<file path="config.mk">
export PLATFORM = sky130hd
export DESIGN_NAME = jerky_pattern_sequencer_flat
export DESIGN_NICKNAME = d
export VERILOG_FILES = /design/src/rtl/jerky_pattern_sequencer_if.sv /design/src/rtl/jerky_pattern_sequencer.sv /design/src/flat_wrapper.sv
export SDC_FILE = /design/constraint.sdc
export NUM_CORES = 1
export LEC_CHECK = 0
export CAP_MARGIN = 40
export CELL_PAD_IN_SITES_DETAIL_PLACEMENT = 0
export CELL_PAD_IN_SITES_GLOBAL_PLACEMENT = 1
export CORE_MARGIN = 10
export CORE_UTILIZATION = 36
export DETAILED_ROUTE_END_ITERATION = 8
export PLACE_DENSITY = 0.81
export SYNTH_ARGS = -nofsm -noshare
export SYNTH_HDL_FRONTEND = slang
export SYNTH_SLANG_ARGS = --single-unit
</file>
<file path="constraint.sdc">
create_clock -name clk -period 1.7 [get_ports clk]
set_input_delay 0.34 -clock clk [delete_from_list [all_inputs] [get_ports clk]]
set_output_delay 0.34 -clock clk [all_outputs]
set_load 0.005 [all_outputs]
</file>
<file path="src/rtl/jerky_pattern_sequencer_if.sv">
// rtl/jerky_pattern_sequencer_if.sv - control/status bundle for jerky_pattern_sequencer
//
// Purpose: groups the run-control inputs and the pattern/status outputs of the
// jerky pattern sequencer so that controller and sequencer share one port.
//
// Signals:
//   start     controller -> sequencer  single-cycle start request
//   stop      controller -> sequencer  abort, highest priority
//   pause     controller -> sequencer  level, freezes the sequence while high
//   div       controller -> sequencer  step period minus one (DIV_W bits)
//   reps      controller -> sequencer  pass count, 0 = free-run (CNT_W bits)
//   pattern   sequencer -> controller  current one-hot display value
//   step_idx  sequencer -> controller  current step, 0..13
//   step      sequencer -> controller  pulse in the cycle the index changes
//   busy      sequencer -> controller  high while running or paused
//   done      sequencer -> controller  pulse when the final pass completes
//   pass_cnt  sequencer -> controller  completed passes since last start
//
// Modports: master (controller side), slave (sequencer side).

interface jerky_pattern_sequencer_if #(
   parameter int DIV_W = 8,
   parameter int CNT_W = 4
);
   logic             start;
   logic             stop;
   logic             pause;
   logic [DIV_W-1:0] div;
   logic [CNT_W-1:0] reps;
   logic [7:0]       pattern;
   logic [3:0]       step_idx;
   logic             step;
   logic             busy;
   logic             done;
   logic [CNT_W-1:0] pass_cnt;

   modport master (
      output start, stop, pause, div, reps,
      input  pattern, step_idx, step, busy, done, pass_cnt
   );

   modport slave (
      input  start, stop, pause, div, reps,
      output pattern, step_idx, step, busy, done, pass_cnt
   );
endinterface

</file>
<file path="src/rtl/jerky_pattern_sequencer.sv">
// rtl/jerky_pattern_sequencer.sv - run-controlled 14-step jerky one-hot pattern sequencer
//
// Purpose: steps through 128,64,128,32,...,128,1 with start/stop/pause control,
// a programmable step period (div+1 clocks) and an optional pass count.
//
// Ports:
//   clk   in   system clock, rising edge
//   rst   in   asynchronous, active-high reset
//   bus   slave modport of jerky_pattern_sequencer_if
//         (start/stop/pause/div/reps in; pattern/step_idx/step/busy/done/pass_cnt out)

module jerky_pattern_sequencer #(
   parameter int DIV_W = 8,
   parameter int CNT_W = 4
) (
   input  logic                       clk,
   input  logic                       rst,
   jerky_pattern_sequencer_if.slave   bus
);

   localparam logic [1:0] S_IDLE  = 2'd0;
   localparam logic [1:0] S_RUN   = 2'd1;
   localparam logic [1:0] S_PAUSE = 2'd2;
   localparam logic [1:0] S_DONE  = 2'd3;

   localparam logic [3:0] LAST_IDX = 4'd13;

   logic [1:0]       state,     state_d;
   logic [3:0]       step_idx,  idx_d;
   logic [DIV_W-1:0] prescaler, pre_d;
   logic [DIV_W-1:0] div_q,     div_d;
   logic [CNT_W-1:0] reps_q,    reps_d;
   logic [CNT_W-1:0] pass_cnt,  pass_d;
   logic             step_q,    step_d;

   logic             tick;
   logic [CNT_W-1:0] pass_inc;

   assign tick     = (prescaler == div_q);
   assign pass_inc = pass_cnt + CNT_W'(1);

   always_comb begin
      state_d = state;
      idx_d   = step_idx;
      pre_d   = prescaler;
      div_d   = div_q;
      reps_d  = reps_q;
      pass_d  = pass_cnt;
      step_d  = 1'b0;

      if (bus.stop) begin
         // pass_cnt deliberately survives an abort until the next start
         state_d = S_IDLE;
         idx_d   = 4'd0;
         pre_d   = '0;
      end else begin
         case (state)
            S_IDLE: begin
               if (bus.start) begin
                  state_d = S_RUN;
                  idx_d   = 4'd0;
                  pre_d   = '0;
                  pass_d  = '0;
                  div_d   = bus.div;
                  reps_d  = bus.reps;
               end
            end

            // The block is frozen on every edge where pause is high. The edge
            // that leaves PAUSE already counts, so each paused cycle costs
            // exactly one cycle of run time.
            S_RUN, S_PAUSE: begin
               if (bus.pause) begin
                  state_d = S_PAUSE;
               end else begin
                  state_d = S_RUN;
                  if (!tick) begin
                     pre_d = prescaler + DIV_W'(1);
                  end else begin
                     pre_d = '0;
                     if (step_idx != LAST_IDX) begin
                        idx_d  = step_idx + 4'd1;
                        step_d = 1'b1;
                     end else begin
                        pass_d = pass_inc;
                        if ((reps_q != '0) && (pass_inc == reps_q)) begin
                           // final pass: index stays on 13, no step pulse
                           state_d = S_DONE;
                        end else begin
                           idx_d  = 4'd0;
                           step_d = 1'b1;
                        end
                     end
                  end
               end
            end

            S_DONE: begin
               state_d = S_IDLE;
               idx_d   = 4'd0;
               pre_d   = '0;
            end

            default: begin
               state_d = S_IDLE;
               idx_d   = 4'd0;
               pre_d   = '0;
            end
         endcase
      end
   end

   always_ff @(posedge clk or posedge rst) begin
      if (rst) begin
         state     <= S_IDLE;
         step_idx  <= 4'd0;
         prescaler <= '0;
         div_q     <= '0;
         reps_q    <= '0;
         pass_cnt  <= '0;
         step_q    <= 1'b0;
      end else begin
         state     <= state_d;
         step_idx  <= idx_d;
         prescaler <= pre_d;
         div_q     <= div_d;
         reps_q    <= reps_d;
         pass_cnt  <= pass_d;
         step_q    <= step_d;
      end
   end

   // Pattern is a pure decode of registered state and index, so it only
   // changes after a clock edge. Odd index k maps to 128 >> ((k+1)/2).
   logic [3:0] shamt;
   logic [7:0] pattern;

   assign shamt = (step_idx + 4'd1) >> 1;

   always_comb begin
      pattern = 8'd0;
      if (state != S_IDLE) begin
         if (step_idx[0] == 1'b0) begin
            pattern = 8'd128;
         end else begin
            pattern = 8'd128 >> shamt;
         end
      end
   end

   assign bus.pattern  = pattern;
   assign bus.step_idx = step_idx;
   assign bus.step     = step_q;
   assign bus.busy     = (state == S_RUN) || (state == S_PAUSE);
   assign bus.done     = (state == S_DONE);
   assign bus.pass_cnt = pass_cnt;

endmodule

</file>
<file path="src/flat_wrapper.sv">
// flat-port wrapper written by rule: the top's interface ports become plain ports
module jerky_pattern_sequencer_flat 
#(
   parameter int DIV_W = 8,
   parameter int CNT_W = 4
)
  (clk, rst, bus_start, bus_stop, bus_pause, bus_div, bus_reps, bus_pattern, bus_step_idx, bus_step, bus_busy, bus_done, bus_pass_cnt);
  jerky_pattern_sequencer_if #(.DIV_W(DIV_W), .CNT_W(CNT_W)) bus_i ();
  input  logic clk;
  input  logic rst;
  input wire logic [$bits(bus_i.start)-1:0] bus_start;
  input wire logic [$bits(bus_i.stop)-1:0] bus_stop;
  input wire logic [$bits(bus_i.pause)-1:0] bus_pause;
  input wire logic [$bits(bus_i.div)-1:0] bus_div;
  input wire logic [$bits(bus_i.reps)-1:0] bus_reps;
  output wire logic [$bits(bus_i.pattern)-1:0] bus_pattern;
  output wire logic [$bits(bus_i.step_idx)-1:0] bus_step_idx;
  output wire logic [$bits(bus_i.step)-1:0] bus_step;
  output wire logic [$bits(bus_i.busy)-1:0] bus_busy;
  output wire logic [$bits(bus_i.done)-1:0] bus_done;
  output wire logic [$bits(bus_i.pass_cnt)-1:0] bus_pass_cnt;
  assign bus_i.start = bus_start;
  assign bus_i.stop = bus_stop;
  assign bus_i.pause = bus_pause;
  assign bus_i.div = bus_div;
  assign bus_i.reps = bus_reps;
  assign bus_pattern = bus_i.pattern;
  assign bus_step_idx = bus_i.step_idx;
  assign bus_step = bus_i.step;
  assign bus_busy = bus_i.busy;
  assign bus_done = bus_i.done;
  assign bus_pass_cnt = bus_i.pass_cnt;
  jerky_pattern_sequencer #(.DIV_W(DIV_W), .CNT_W(CNT_W)) u_core (.clk(clk), .rst(rst), .bus(bus_i));
endmodule
</file>
==> impl_metrics.ini, run 1 <==
[sta]
period_share = 1.17
fmax_ghz = 0.505
setup_slack_ps = -282
whs_ps = 419
max_slew.worst_pin.slew_ps = 402
fin_crit_ps = 1980
rsz0062_at_grt = yes
setup_violations = 21
final.setup.tns_ps = -2870
slew_viol_final = 0
hold_violations = 0
max-slew-margin-rel = 0.732
clock_skew_ps = 10.4

[yosys]
ys_seq_area_frac = 0.416
synth_edf_count = 0
synth_cells = 187
yosys-top-cells-count = 31 x dfrtp_1, 19 x nand2_1, 13 x nor2_1, 12 x mux2_2, 12 x nand3_1
ys_ff_latch = 31
yosysWarnings = 0
synth_top_area_share = 0.416
async_flop_share = 1.00
synth_nets = 210
syn_area_per_cell_um2 = 9.98
syn_area_um2 = 1870
synth_area_leaders = dfrtp_1 42%, mux2_2 7.2%, xor2_1 4.7%
synth_most_common_cell = dfrtp_1
synth_cell_types = 50
synthFlopType = dfrtp_1
synth_top_area_cell = dfrtp_1

[setup_path]
cp_slowest_stage_delay_ps = 440
start_kind = register
critPathTopFamily = simple AND/OR/NAND/NOR gates
reg2reg_to = u_core.bus.pass_cnt[2]
reg2reg_depth = 6
critical_path_required_ps = 1360
critPathCaptureType = output pin
crit_buf_inv = 1
crit_type = reg -> out
crit_slowest_cell = dfrtp_2
critPathMaxFanout = 4
ff2ff_setup_slack_ps = -180
r2r-start = u_core.prescaler[3]
crit_arrival_ps = 1640
crit_chain = ha_4 -> or3b_4 -> nor2_2 -> buf_2

[clock_tree]
cts.sinks = 31
hold_buffers = 0
cts_tree = done
clk_path_buf_depth = 2
clockRootBuffer = clkbuf_8
cts_made_buffers = 5
cts.htree.levels = 2
path_clk_slew_ps = 80
insertion_delay_ps = 300

[placement]
io_buffers = 35
post-place-cells = 342
dp.final_hpwl_um = 3770
gp_congestion = 0.787

[floorplanning]
dieArea_um2 = 8470
rows = 26
fp.dieH_um = 92.0
start_util = 0.368
io_pins = 36
die_w_um = 92.0
coreArea_um2 = 5070

[routing]
drcViolationCount = 0
wl_per_cell_um = 16.0
via_per_inst = 5.03
routed_wl_um = 5870
ant_nets = 0
via_count = 1851
drt_first_pass_iters = 4
drtIter0Drc = 85

[hold_path]
hold_class = in -> async

[grt]
grt_max_degree = 32
grt_pass1_wl_um = 9180
grt_pass1_vias = 1947
grt_overflow = 0
grt_util_all_layers = 0.131
antenna_found_initial = 0

[cells_and_area]
stdcell_count = 368
nets = 320
fin_util = 0.659
drive_gt1_frac = 0.567
num_antenna_cells = 0
syn2layout_area_growth_pct = 79.0
fill_cells = 399

[flow_run]
drv_cap = 0

[run_status]
violations = negative setup slack
outcome = finished, violations left

[power_and_ir_drop]
leakage_nw = 1.55
irDropWorstVdd_mv = 0.431
powerDensity_nw_per_um2 = 674
finalPower_w = 0.00225
[logic make-up (layout without fill, tap and decap cells)]
kind of cell | Yosys count | in the layout | synth area share
mux | 15 | 15 | 0.0885
xor+xnor | 15 | 15 | 0.0777
buf+inv | 12 | 123 | 0.0241
compound gates | 34 | 34 | 0.122
flops | 31 | 31 | 0.416
simple gates | 74 | 74 | 0.232
fa+ha+maj | 6 | 6 | 0.0402
[placed cells by master, fill, tap and decap left out, drive strengths merged, types with 6 or more instances in the layout]
master and n:
xor2 10, clkdlybuf4s50 18, clkbuf 6, ha 6, nand3 12, nand2 20, buf 82, mux2 12
a21oi 8, o21ai 8, dfrtp 31, inv 8, nor2 13
[layout make-up]
cell class,count,area [um^2],share of cell area
clock buffer,6,82.6,0.0247
clock inverter,2,35.0,0.0105
inverter,8,30.0,0.00899
multi-input combinational,144,1430,0.428
sequential,31,777,0.232
tap,70,87.6,0.0262
timing repair buffer,107,898,0.269
[through the flow]
step / worst slack (ps) / instance area [um^2]
global route: -340 / 3340
detailed placement: -489 / 2740
finish: -282 / 3340
global placement: -426 / 2740
floorplan: -168 / 1910
CTS: -287 / 3090
[flip-flops by register name (all words and copies together) (netlist names)]
register             flops
u_core.reps_q            4
u_core.div_q             8
u_core.prescaler         8
u_core.bus.step_idx      4
u_core.bus.pass_cnt      4
u_core.state             2
u_core.bus.step          1
[worst max path at each step]
stage | startpoint | end | slack, ps | cells after the start
2_1_floorplan | u_core.prescaler[4] | u_core.bus.step_idx[1] | -170 | 5
3_3_place_gp | u_core.bus.step_idx[0] | bus_pattern[6] | -430 | 4
3_5_place_dp | u_core.bus.step_idx[0] | bus_pattern[4] | -490 | 4
4_1_cts | u_core.bus.step_idx[0] | bus_pattern[6] | -290 | 4
5_1_grt | u_core.bus.step_idx[0] | bus_pattern[6] | -340 | 4
6_report | u_core.bus.step_idx[0] | bus_pattern[4] | -280 | 4
[layer usage]
metal  up-vias  part of all wire  GRT usage
met1       885              0.41      0.153
met4         0             0.025     0.0501
met3        16             0.045     0.0391
li1        896                 -          -
met2        54              0.52      0.222
met5         -                 0          0
[report_power, final]
part	switching (W)	internal, W	leakage, nW	total [W]
clock	0.000308	0.000474	0.0612	0.000783
combinational	0.000275	0.000322	1.08	0.000598
sequential	0.0000605	0.000813	0.403	0.000873
[what timing repair did]
| item | CTS | global route |
|---|---|---|
| setup endpoints to repair | 27 | 29 |
| setup buffers | 11 | 7 |
| pin swaps | 31 | 25 |
| resized for setup | 76 | 49 |
| gates cloned | 0 | 0 |
[worst register-to-register path, stage by stage (launching register included)]
cell and delay, ps:
dfrtp_1 410, xor2_2 200, nor4_4 270, buf_4 190, nand4b_4 160, or4_4 520
nand3_2 70
Power figures use the tool's default switching activity.
==> run 2, diff against run 1 <==
- REMOVE_ABC_BUFFERS: not set -> 1
==> run 2 against run 1 <==
Effect of this change:
- the flow still finishes with violations (negative setup slack)
- worst hold slack improved by 12 ps
- final cell count increased by 0.27%
- via count down 0.43%
- setup slack got worse by 0.89 ps
- core utilization decreased by 0.52 points
- combinational power up 2%
- register-to-register slack improved by 90 ps
- global-route usage is 0.27 points lower
- die area stayed put
- routed wire length shrank 3.6%
- sequential share of layout area increased by 0.26 points
- critical path type unchanged
- largest cell class unchanged
==> impl_metrics.ini, run 2 (synthesis gave the netlist of run 1 again) <==
[floorplanning]
rows = 26
die_w_um = 92.0
io_pins = 36
start_util = 0.368
dieArea_um2 = 8470
coreArea_um2 = 5070
fp.dieH_um = 92.0

[grt]
grt_util_all_layers = 0.129
antenna_found_initial = 0
grt_overflow = 0
grt_pass1_wl_um = 9110
grt_max_degree = 32
grt_pass1_vias = 1895

[routing]
via_per_inst = 4.99
ant_nets = 0
drt_first_pass_iters = 4
drtIter0Drc = 86
wl_per_cell_um = 15.3
via_count = 1843
routed_wl_um = 5660
drcViolationCount = 0

[sta]
setup_slack_ps = -282
rsz0062_at_grt = yes
max_slew.worst_pin.slew_ps = 412
fmax_ghz = 0.504
slew_viol_final = 0
final.setup.tns_ps = -2500
fin_crit_ps = 1980
period_share = 1.17
setup_violations = 18
max-slew-margin-rel = 0.725
clock_skew_ps = 13.7
hold_violations = 0

[clock_tree]
hold_buffers = 0
clk_path_buf_depth = 2
cts.sinks = 31
clockRootBuffer = clkbuf_8
cts.htree.levels = 2
insertion_delay_ps = 290
cts_tree = done
cts_made_buffers = 5
path_clk_slew_ps = 70

[setup_path]
critPathMaxFanout = 3
cp_slowest_stage_delay_ps = 420
start_kind = register
critical_path_required_ps = 1360
ff2ff_setup_slack_ps = -90
crit_chain = buf_6 -> ha_4 -> xnor2_2 -> buf_4 -> nand3_2 -> a21oi_2 -> buf_2
reg2reg_to = u_core.bus.pass_cnt[2]
crit_arrival_ps = 1640
reg2reg_depth = 6
crit_slowest_cell = dfrtp_1
crit_type = reg -> out
r2r-start = u_core.state[0]
critPathCaptureType = output pin

[cells_and_area]
num_antenna_cells = 0
fin_area_um2 = 3320
top_regs = u_core.div_q: 8 flops, u_core.prescaler: 8 flops
fin_util = 0.653
mostFrequentLayoutCell = buf_4
mostFrequentLayoutCells = 54 x buf_4, 28 x dfrtp_1, 20 x buf_6
drive_gt1_frac = 0.562
nets = 321
syn2layout_area_growth_pct = 77.6
stdcell_count = 369

[power_and_ir_drop]
powerDensity_nw_per_um2 = 619
leakage_nw = 1.53
irDropWorstVdd_mv = 0.492

[run_status]
violations = negative setup slack
outcome = finished, violations left

[placement]
io_buffers = 35
post-place-cells = 337
dpl_cell_area_um2 = 2660
dp.final_hpwl_um = 3610
gp_congestion = 0.834

[flow_run]
drv_cap = 0

[hold_path]
hold_class = in -> async
==> run 2: area by class of cell <==
class	instances	area, um^2
fill	419	1760
multi-input combinational	144	1400
timing repair buffer	108	936
sequential	31	779
tap	70	87.6
clock buffer	6	72.6
inverter	8	30.0
clock inverter	2	12.5
==> run 2: what timing repair did <==
action | in CTS | in global routing
cloned | 1 | 0
endpoints found under the setup margin | 28 | 30
setup buffers | 12 | 12
gates resized for setup | 88 | 52
pin swaps | 34 | 26
==> run 2: metrics by stage <==
step	setup slack [ps]	hold slack (ps)	power, W
CTS	-258	441	0.00202
global placement	-494	510	0.00133
detailed placement	-526	515	0.00135
floorplan	-396	406	0.00114
global route	-362	473	0.00217
finish	-282	431	0.00205
==> run 2: worst max path at each step <==
stage / start / end / slack [ps] / depth (start not counted)
after global placement: u_core.bus.step_idx[0] / bus_pattern[6] / -490 / 4
final: u_core.bus.step_idx[0] / bus_pattern[7] / -280 / 7
after floorplan: u_core.state[0] / u_core.bus.step_idx[2] / -400 / 7
after global routing: u_core.bus.step_idx[1] / bus_pattern[6] / -360 / 5
after CTS: u_core.bus.step_idx[1] / bus_pattern[6] / -260 / 5
after detailed placement: u_core.bus.step_idx[0] / bus_pattern[6] / -530 / 4
==> run 2: worst max-delay path: cells and delay by family (launching register included) <==
family | cells | cell delay, ps
buf+inv | 3 | 420
compound gates | 1 | 110
flops | 1 | 420
simple gates | 1 | 60
fa+ha+maj | 1 | 180
xor+xnor | 1 | 160
==> run 2: routing by layer <==
metal	GRT usage	vias to the layer above	part of all wire
li1	-	895	-
met1	0.153	897	0.42
met2	0.221	44	0.52
met3	0.0359	7	0.047
met4	0.0373	0	0.0090
met5	0	-	0
==> run 2: power breakdown <==
group	switching (W)	internal (W)
Sequential	0.0000616	0.000813
Combinational	0.000273	0.000335
Clock	0.000283	0.000286
